File: config.mk
export PLATFORM = sky130hd
export DESIGN_NAME = pixel_tx_feeder
export DESIGN_NICKNAME = d
export VERILOG_FILES = /design/src/rtl/pixel_tx_feeder.sv
export SDC_FILE = /design/constraint.sdc
export NUM_CORES = 1
export LEC_CHECK = 0
export ABC_CLOCK_PERIOD_IN_PS = 5500
export BUFFER_PORTS_ARGS = -buffer_cell sky130_fd_sc_hd__buf_2
export CAP_MARGIN = 20
export CORE_MARGIN = 2
export CORE_UTILIZATION = 63
export DETAILED_ROUTE_END_ITERATION = 10
export GPL_ROUTABILITY_DRIVEN = 0
export GPL_TIMING_DRIVEN = 0
export PLACE_DENSITY = 0.87
export SLEW_MARGIN = 10
export SYNTH_ARGS = -nofsm -noshare
export SYNTH_HDL_FRONTEND = slang
export SYNTH_SLANG_ARGS = --single-unit
File: constraint.sdc
create_clock -name clk -period 5.5 [get_ports clk]
set_input_delay 0 -clock clk [delete_from_list [all_inputs] [get_ports clk]]
set_output_delay 0 -clock clk [all_outputs]
set_load 0.02 [all_outputs]
File: src/rtl/pixel_tx_feeder.sv
// Camera-to-UART word feeder: frames pixel words behind a header marker and queues them
// in a first-word-fall-through FIFO, dropping (and counting) words that arrive while full.
module pixel_tx_feeder #(
  parameter int          DEPTH  = 16,
  parameter logic [15:0] HEADER = 16'hA55A
) (
  input  logic        clk,
  input  logic        reset_n,
  input  logic        frame_start,
  input  logic [15:0] pix_data,
  input  logic        pix_valid,
  output logic [15:0] out_data,
  output logic        out_valid,
  input  logic        out_ready,
  input  logic        clr_ovf,
  output logic        overflow,
  output logic [15:0] drop_cnt,
  output logic [7:0]  frame_cnt
);

  localparam int            AW       = $clog2(DEPTH);
  localparam logic [AW:0]   FULL_CNT = (AW + 1)'(DEPTH);

  typedef enum logic [1:0] {
    WAIT_FRAME,
    STREAM,
    DROP
  } state_t;

  state_t         state_reg, state_next;
  logic [15:0]    mem [DEPTH];
  logic [AW-1:0]  wr_ptr_reg, rd_ptr_reg;
  logic [AW:0]    count_reg;
  logic           overflow_reg;
  logic [15:0]    drop_cnt_reg;
  logic [7:0]     frame_cnt_reg;

  logic           full, empty;
  logic           push, pop, drop, frame_inc;
  logic [15:0]    push_data;

  assign full      = (count_reg == FULL_CNT);
  assign empty     = (count_reg == '0);
  assign out_valid = !empty;
  assign out_data  = mem[rd_ptr_reg];
  assign pop       = out_valid && out_ready;
  assign overflow  = overflow_reg;
  assign drop_cnt  = drop_cnt_reg;
  assign frame_cnt = frame_cnt_reg;

  // frame_start takes priority over any pixel in the same cycle; that pixel is discarded silently.
  always_comb begin
    state_next = state_reg;
    push       = 1'b0;
    push_data  = pix_data;
    drop       = 1'b0;
    frame_inc  = 1'b0;
    if (frame_start) begin
      if (!full) begin
        push       = 1'b1;
        push_data  = HEADER;
        frame_inc  = 1'b1;
        state_next = STREAM;
      end else begin
        drop       = 1'b1;
        state_next = WAIT_FRAME;
      end
    end else begin
      case (state_reg)
        WAIT_FRAME: state_next = WAIT_FRAME;
        STREAM: begin
          if (pix_valid) begin
            if (!full) begin
              push = 1'b1;
            end else begin
              drop       = 1'b1;
              state_next = DROP;
            end
          end
        end
        DROP: begin
          if (pix_valid) drop = 1'b1;
        end
        default: state_next = WAIT_FRAME;
      endcase
    end
  end

  always_ff @(posedge clk or negedge reset_n) begin
    if (!reset_n) begin
      state_reg <= WAIT_FRAME;
    end else begin
      state_reg <= state_next;
    end
  end

  // Storage carries no reset; stale contents are never visible because out_valid follows count.
  always_ff @(posedge clk) begin
    if (push) mem[wr_ptr_reg] <= push_data;
  end

  always_ff @(posedge clk or negedge reset_n) begin
    if (!reset_n) begin
      wr_ptr_reg <= '0;
      rd_ptr_reg <= '0;
      count_reg  <= '0;
    end else begin
      if (push) wr_ptr_reg <= wr_ptr_reg + AW'(1);
      if (pop)  rd_ptr_reg <= rd_ptr_reg + AW'(1);
      if (push && !pop) begin
        count_reg <= count_reg + (AW + 1)'(1);
      end else if (pop && !push) begin
        count_reg <= count_reg - (AW + 1)'(1);
      end
    end
  end

  // A drop coinciding with clr_ovf restarts the tally at one rather than zero.
  always_ff @(posedge clk or negedge reset_n) begin
    if (!reset_n) begin
      overflow_reg  <= 1'b0;
      drop_cnt_reg  <= '0;
      frame_cnt_reg <= '0;
    end else begin
      if (drop) begin
        overflow_reg <= 1'b1;
        if (clr_ovf) begin
          drop_cnt_reg <= 16'd1;
        end else if (drop_cnt_reg != 16'hFFFF) begin
          drop_cnt_reg <= drop_cnt_reg + 16'd1;
        end
      end else if (clr_ovf) begin
        overflow_reg <= 1'b0;
        drop_cnt_reg <= '0;
      end
      if (frame_inc) frame_cnt_reg <= frame_cnt_reg + 8'd1;
    end
  end

endmodule

## Word-level counts from Yosys, hierarchy flattened

Memory sizes are Yosys's and may differ from the RTL's.
Index checks and enable logic that the tools add are counted.

| operators by class | value |
|---|---|
| $add $sub $neg | 6 |
| eq/ne operators | 7 |
| multiplexer cells | 27 |
| reduce and logical (&&, ||, !) cells | 12 |

Operators with widths:

| operator | count |
|---|---|
| 16-bit 2-to-1 mux | 6 |
| 16-bit by 1-bit adder with 16-bit output, second input constant | 1 |
| 16-bit inequality test, second input constant | 1 |
| 1-bit 2-to-1 mux | 14 |
| 5-bit 2-to-1 mux | 2 |
| 4-bit by 1-bit adder with 4-bit output, second input constant | 2 |
| 8-bit by 1-bit adder with 8-bit output, second input constant | 1 |
| 2-bit 2-to-1 mux | 3 |
| 3-bit inequality test, second input constant | 2 |
| 2-bit nonzero test | 3 |
| 5-bit by 1-bit adder with 5-bit output, second input constant | 1 |
| 5-bit equality test, second input constant | 1 |
| 5-bit zero test | 1 |
| 5-bit by 1-bit subtractor with 5-bit output, second input constant | 1 |
| 2-bit one-hot mux with 2 select lines | 1 |
| 1-bit logical AND | 3 |
| 1-bit zero test | 3 |
| 3-bit AND reduction | 1 |
| 2-bit by 1-bit equality test with 1-bit output, second input constant | 1 |
| 2-bit equality test, second input constant | 1 |
| 2-bit inequality test, second input constant | 1 |
| 1-bit one-hot mux with 2 select lines | 1 |
| 2-bit AND reduction | 1 |

| storage, ports and cells | value |
|---|---|
| register bits after elaboration | 40 |
| RAM bits | 256 |
| bits of input ports | 22 |
| output and inout bits | 42 |
| word-level logic and storage cells | 60 |
| memories | 1 |

Memories:

| name | words | width | read ports | clocked after memory_dff | write ports | line | RTL |
|---|---|---|---|---|---|---|---|
| mem | 16 | 16 | 1 | 0 | 1 | 31 | `logic [15:0] mem [DEPTH];` |

## Depth between registers and ports, before layout

| logic depth | value |
|---|---|
| depth after elaboration | 9 |
| depth in mapped cells | 12 |
| gate-level depth less buffers | 12 |

## Least setup slack after synthesis

OpenSTA, ideal clock, no wires.

| path | value |
|---|---|
| path kind | register -> register |
| start point | reg state_reg[1] |
| end point | mem mem[3][0] (enable) |
| setup time | 0.409 ns |
| arrival | 2.441 ns |
| path slack | 2.650 ns |
| cell stages (with the launch flop) | 7 |
| path buffers | 0 |
| path through | dfrtp_1 inv_1 ha_1 a21oi_1 a21oi_1 nand2_1 nor3_1 |

| on the way | value |
|---|---|
| longest elaborated chain between the ends | 5 |

RTL lines:

| item | line | RTL |
|---|---|---|
| start, declared | 30 | `state_t state_reg, state_next;` |
| start signal, assigned | 93 | `state_reg <= state_next;` |
| 2-bit by 1-bit equality test with 1-bit output | 69 | `case (state_reg)` |
| 1-bit 2-to-1 mux | 69 |  |
| 1-bit 2-to-1 mux | 58 | `if (frame_start) begin` |
| net push | 39 | `logic push, pop, drop, frame_inc;` |
| 1-bit 2-to-1 mux | 99 | `if (push) mem[wr_ptr_reg] <= push_data;` |
| 1-bit 2-to-1 mux (not written as such) | 99 |  |
| end, declared | 31 |  |

The timed path passes the listed nets, and every way through them passes these cells.

## Worst setup path after layout

| path | value |
|---|---|
| start point | reg rd_ptr_reg[1] |
| end point | out out_data[14] |

| on the way | value |
|---|---|
| longest elaborated chain between the ends | 1 |

RTL lines:

| item | line | RTL |
|---|---|---|
| start, declared | 32 | `logic [AW-1:0] wr_ptr_reg, rd_ptr_reg;` |
| start signal, assigned | 109 | `if (pop) rd_ptr_reg <= rd_ptr_reg + AW'(1);` |
| memory 16 x 16 bit | n/a |  |
| end, declared | 12 | `output logic [15:0] out_data,` |

Every way passes these cells.

==> impl_metrics.tcl <==
set metrics [dict create \
    status "complete, no violations" \
    wl_per_cell_um 29.0 \
    hold_ws_ns 0.0262 \
    syn_area_per_cell_um2 19.9 \
    final_antenna_net_count 0 \
    numCtsBuffers 29 \
    clockBufferDepth 3 \
    drv_slew 0 \
    postCtsSetupRepairBufs 0 \
    cts_max_level 1 \
    synth_top_area_frac 0.646 \
    p_leak_nw 4.75 \
    fin_worst_skew_ns 0.0258 \
    relSlewSlack 0.272 \
    area_growth_pct 16.6 \
    root_buffer "clkbuf_16" \
    grt_use_total 0.294 \
    ys_warn_count 0 \
    cp_slowest_cell "clkbuf_1" \
    path_max_fanout 10 \
    viasPerCell 6.65 \
    min_from "pix_data[13]" \
    num_rows 50 \
    ys_async_sr_fraction 0.135 \
    path_clk_slew_ns 0.07 \
    synthCells 598 \
    fin_crit_ns 3.36 \
    start_util 0.638 \
    cp_slowest_stage_delay_ns 0.72 \
    path_class "flop to output pin" \
    dpl.hpwl_mm 16.8 \
    synth_edf_count 256 \
    rsz0062_at_grt "no" \
    synthTopCellsByCount "edfxtp_1, mux4_2, dfrtp_1, nand2_1, nor2_1" \
    port_buffers 62 \
    clkSinkCount 296 \
    dieArea_mm2 0.0200 \
    cp_top_family "buffers and inverters" \
    worst_setup_path_end_kind "output pin" \
    tightest_slew_ns 1.09 \
    hold_viol 0 \
    max_freq_mhz 298 \
    crit_arrival_ns 3.36 \
    die_h_um 141 \
    path_cells "clkbuf_1, clkbuf_1, mux4_2, mux4_2, buf_2" \
    post-synth-top-count-cell "edfxtp_1" \
    finalSetupViolCount 0 \
    grt_pass1_vias 6821 \
    seq_area_frac_synth 0.730 \
    dr.pass1.iters 7 \
    grt_first_pass_wirelength_mm 42.0 \
    vdd_ir_drop_max_mv 0.373 \
    power.density_mw_per_mm2 536 \
    worst_skew_pair.late_latency_ns 0.55 \
    min_path_type "primary input to flop" \
    power_mw 7.44 \
    tritoncts "done" \
    cap_violations 0 \
    grt-ovfl-total 0 \
    synth.distinct_cells 46 \
    largest_reg_flops 256 \
    startpoint_type "flop" \
    final_nets 758 \
    core_area_mm2 0.0186 \
    drt-total-wl_mm 28.3 \
    yosys.area.top_type "edfxtp_1" \
    grt_max_degree 41 \
    startpoint "rd_ptr_reg[1]" \
    synth_seq_cells 296 \
    n_antenna_cell 0 \
    post_cts_resized 0 \
    synth_nets 634 \
    synth_area_leaders "edfxtp_1, mux4_2, dfrtp_1" \
    worst-path-buf-inv 3 \
    drive_gt1_frac 0.322 \
    vias 6513 \
    r2r-start "state_reg[1]" \
    drt_iter0_markers 703 \
    die_w_um 141 \
    cp.required_ns 5.50 \
    final.period_utilization 0.610 \
    fin_setup_tns_ns 0 \
    pin_count 64 \
    syn-cell-area_mm2 0.0119 \
    synth-main-ff-cell "edfxtp_1" \
    antenna_found_initial 0 \
    drc 0 \
]
per-layer routing:
| layer | wire, µm | GRT usage | vias up |
|---|---|---|---|
| met5 | 0 | 0 | - |
| met4 | 1050 | 0.105 | 0 |
| met3 | 2790 | 0.0651 | 81 |
| met2 | 14300 | 0.492 | 418 |
| met1 | 10200 | 0.388 | 3328 |
| li1 | - | - | 2686 |
final timing paths:
path / end / slack [ns] / cells past startpoint
max: out_data[14] / 2.14 / 5
min: mem[3][13] / 0.03 / 2
max reg2reg: mem[3][0] / 2.37 / 7
min reg2reg: frame_cnt[7] / 0.48 / 1
max in group asynchronous: wr_ptr_reg[1] / 4.80 / 2
min in group asynchronous: count_reg[2] / 0.13 / 2
power by group:
part	total [mW]	switching (mW)	leakage, nW	internal [mW]
Combinational	2.47	1.40	1.46	1.06
Clock	1.96	0.810	0.464	1.15
Sequential	3.01	0.166	2.82	2.84
Total	7.44	2.38	4.75	5.06
worst reg2reg max path, stage by stage (launching register included):
cell,delay (ns)
dfrtp_1,0.42
inv_1,0.07
ha_1,0.18
a21oi_1,0.09
a21oi_1,0.53
nand2_1,0.36
nor3_2,0.82
buf_4,0.35
cell type report:
class | instances | area [µm²]
Sequential cell | 296 | 8690
Fill cell | 1017 | 4770
Multi-Input combinational cell | 264 | 3100
Clock buffer | 33 | 741
Timing Repair Buffer | 93 | 688
Tap cell | 234 | 293
Clock inverter | 21 | 209
Buffer | 27 | 114
Inverter | 11 | 41.3
cells in the final DEF (no fill, tap or decap), types with 14 or more instances in the layout:
cell / instances
xnor2_1: 16
mux4_2: 80
dfrtp_1: 40
clkbuf_1: 17
buf_8: 14
nand2_1: 19
clkbuf_16: 29
edfxtp_1: 256
a21oi_1: 17
buf_2: 69
stage by stage:
stage | worst slack (ns) | std cells | instance area, µm² | utilization
3_3_place_gp | 1.49 | 894 | 12500 | 0.670
5_1_grt | 2.07 | 979 | 13900 | 0.744
3_5_place_dp | 2.45 | 910 | 12800 | 0.685
2_1_floorplan | 2.65 | 598 | 11900 | -
4_1_cts | 2.12 | 977 | 13800 | 0.743
6_report | 2.14 | 979 | 13900 | 0.744
cell families after synthesis:
group	count (synthesis)	synth area share
flops	296	0.730
simple gates	103	0.0489
mux	84	0.155
compound gates	45	0.0241
buf+inv	38	0.0130
xor+xnor	18	0.0133
fa+ha+maj	14	0.0154
timing repair:
item	CTS	global route
endpoints found under the hold margin	162	0
hold buffers	13	0
setup endpoints to repair	0	0
Power figures use the tool's default switching activity.
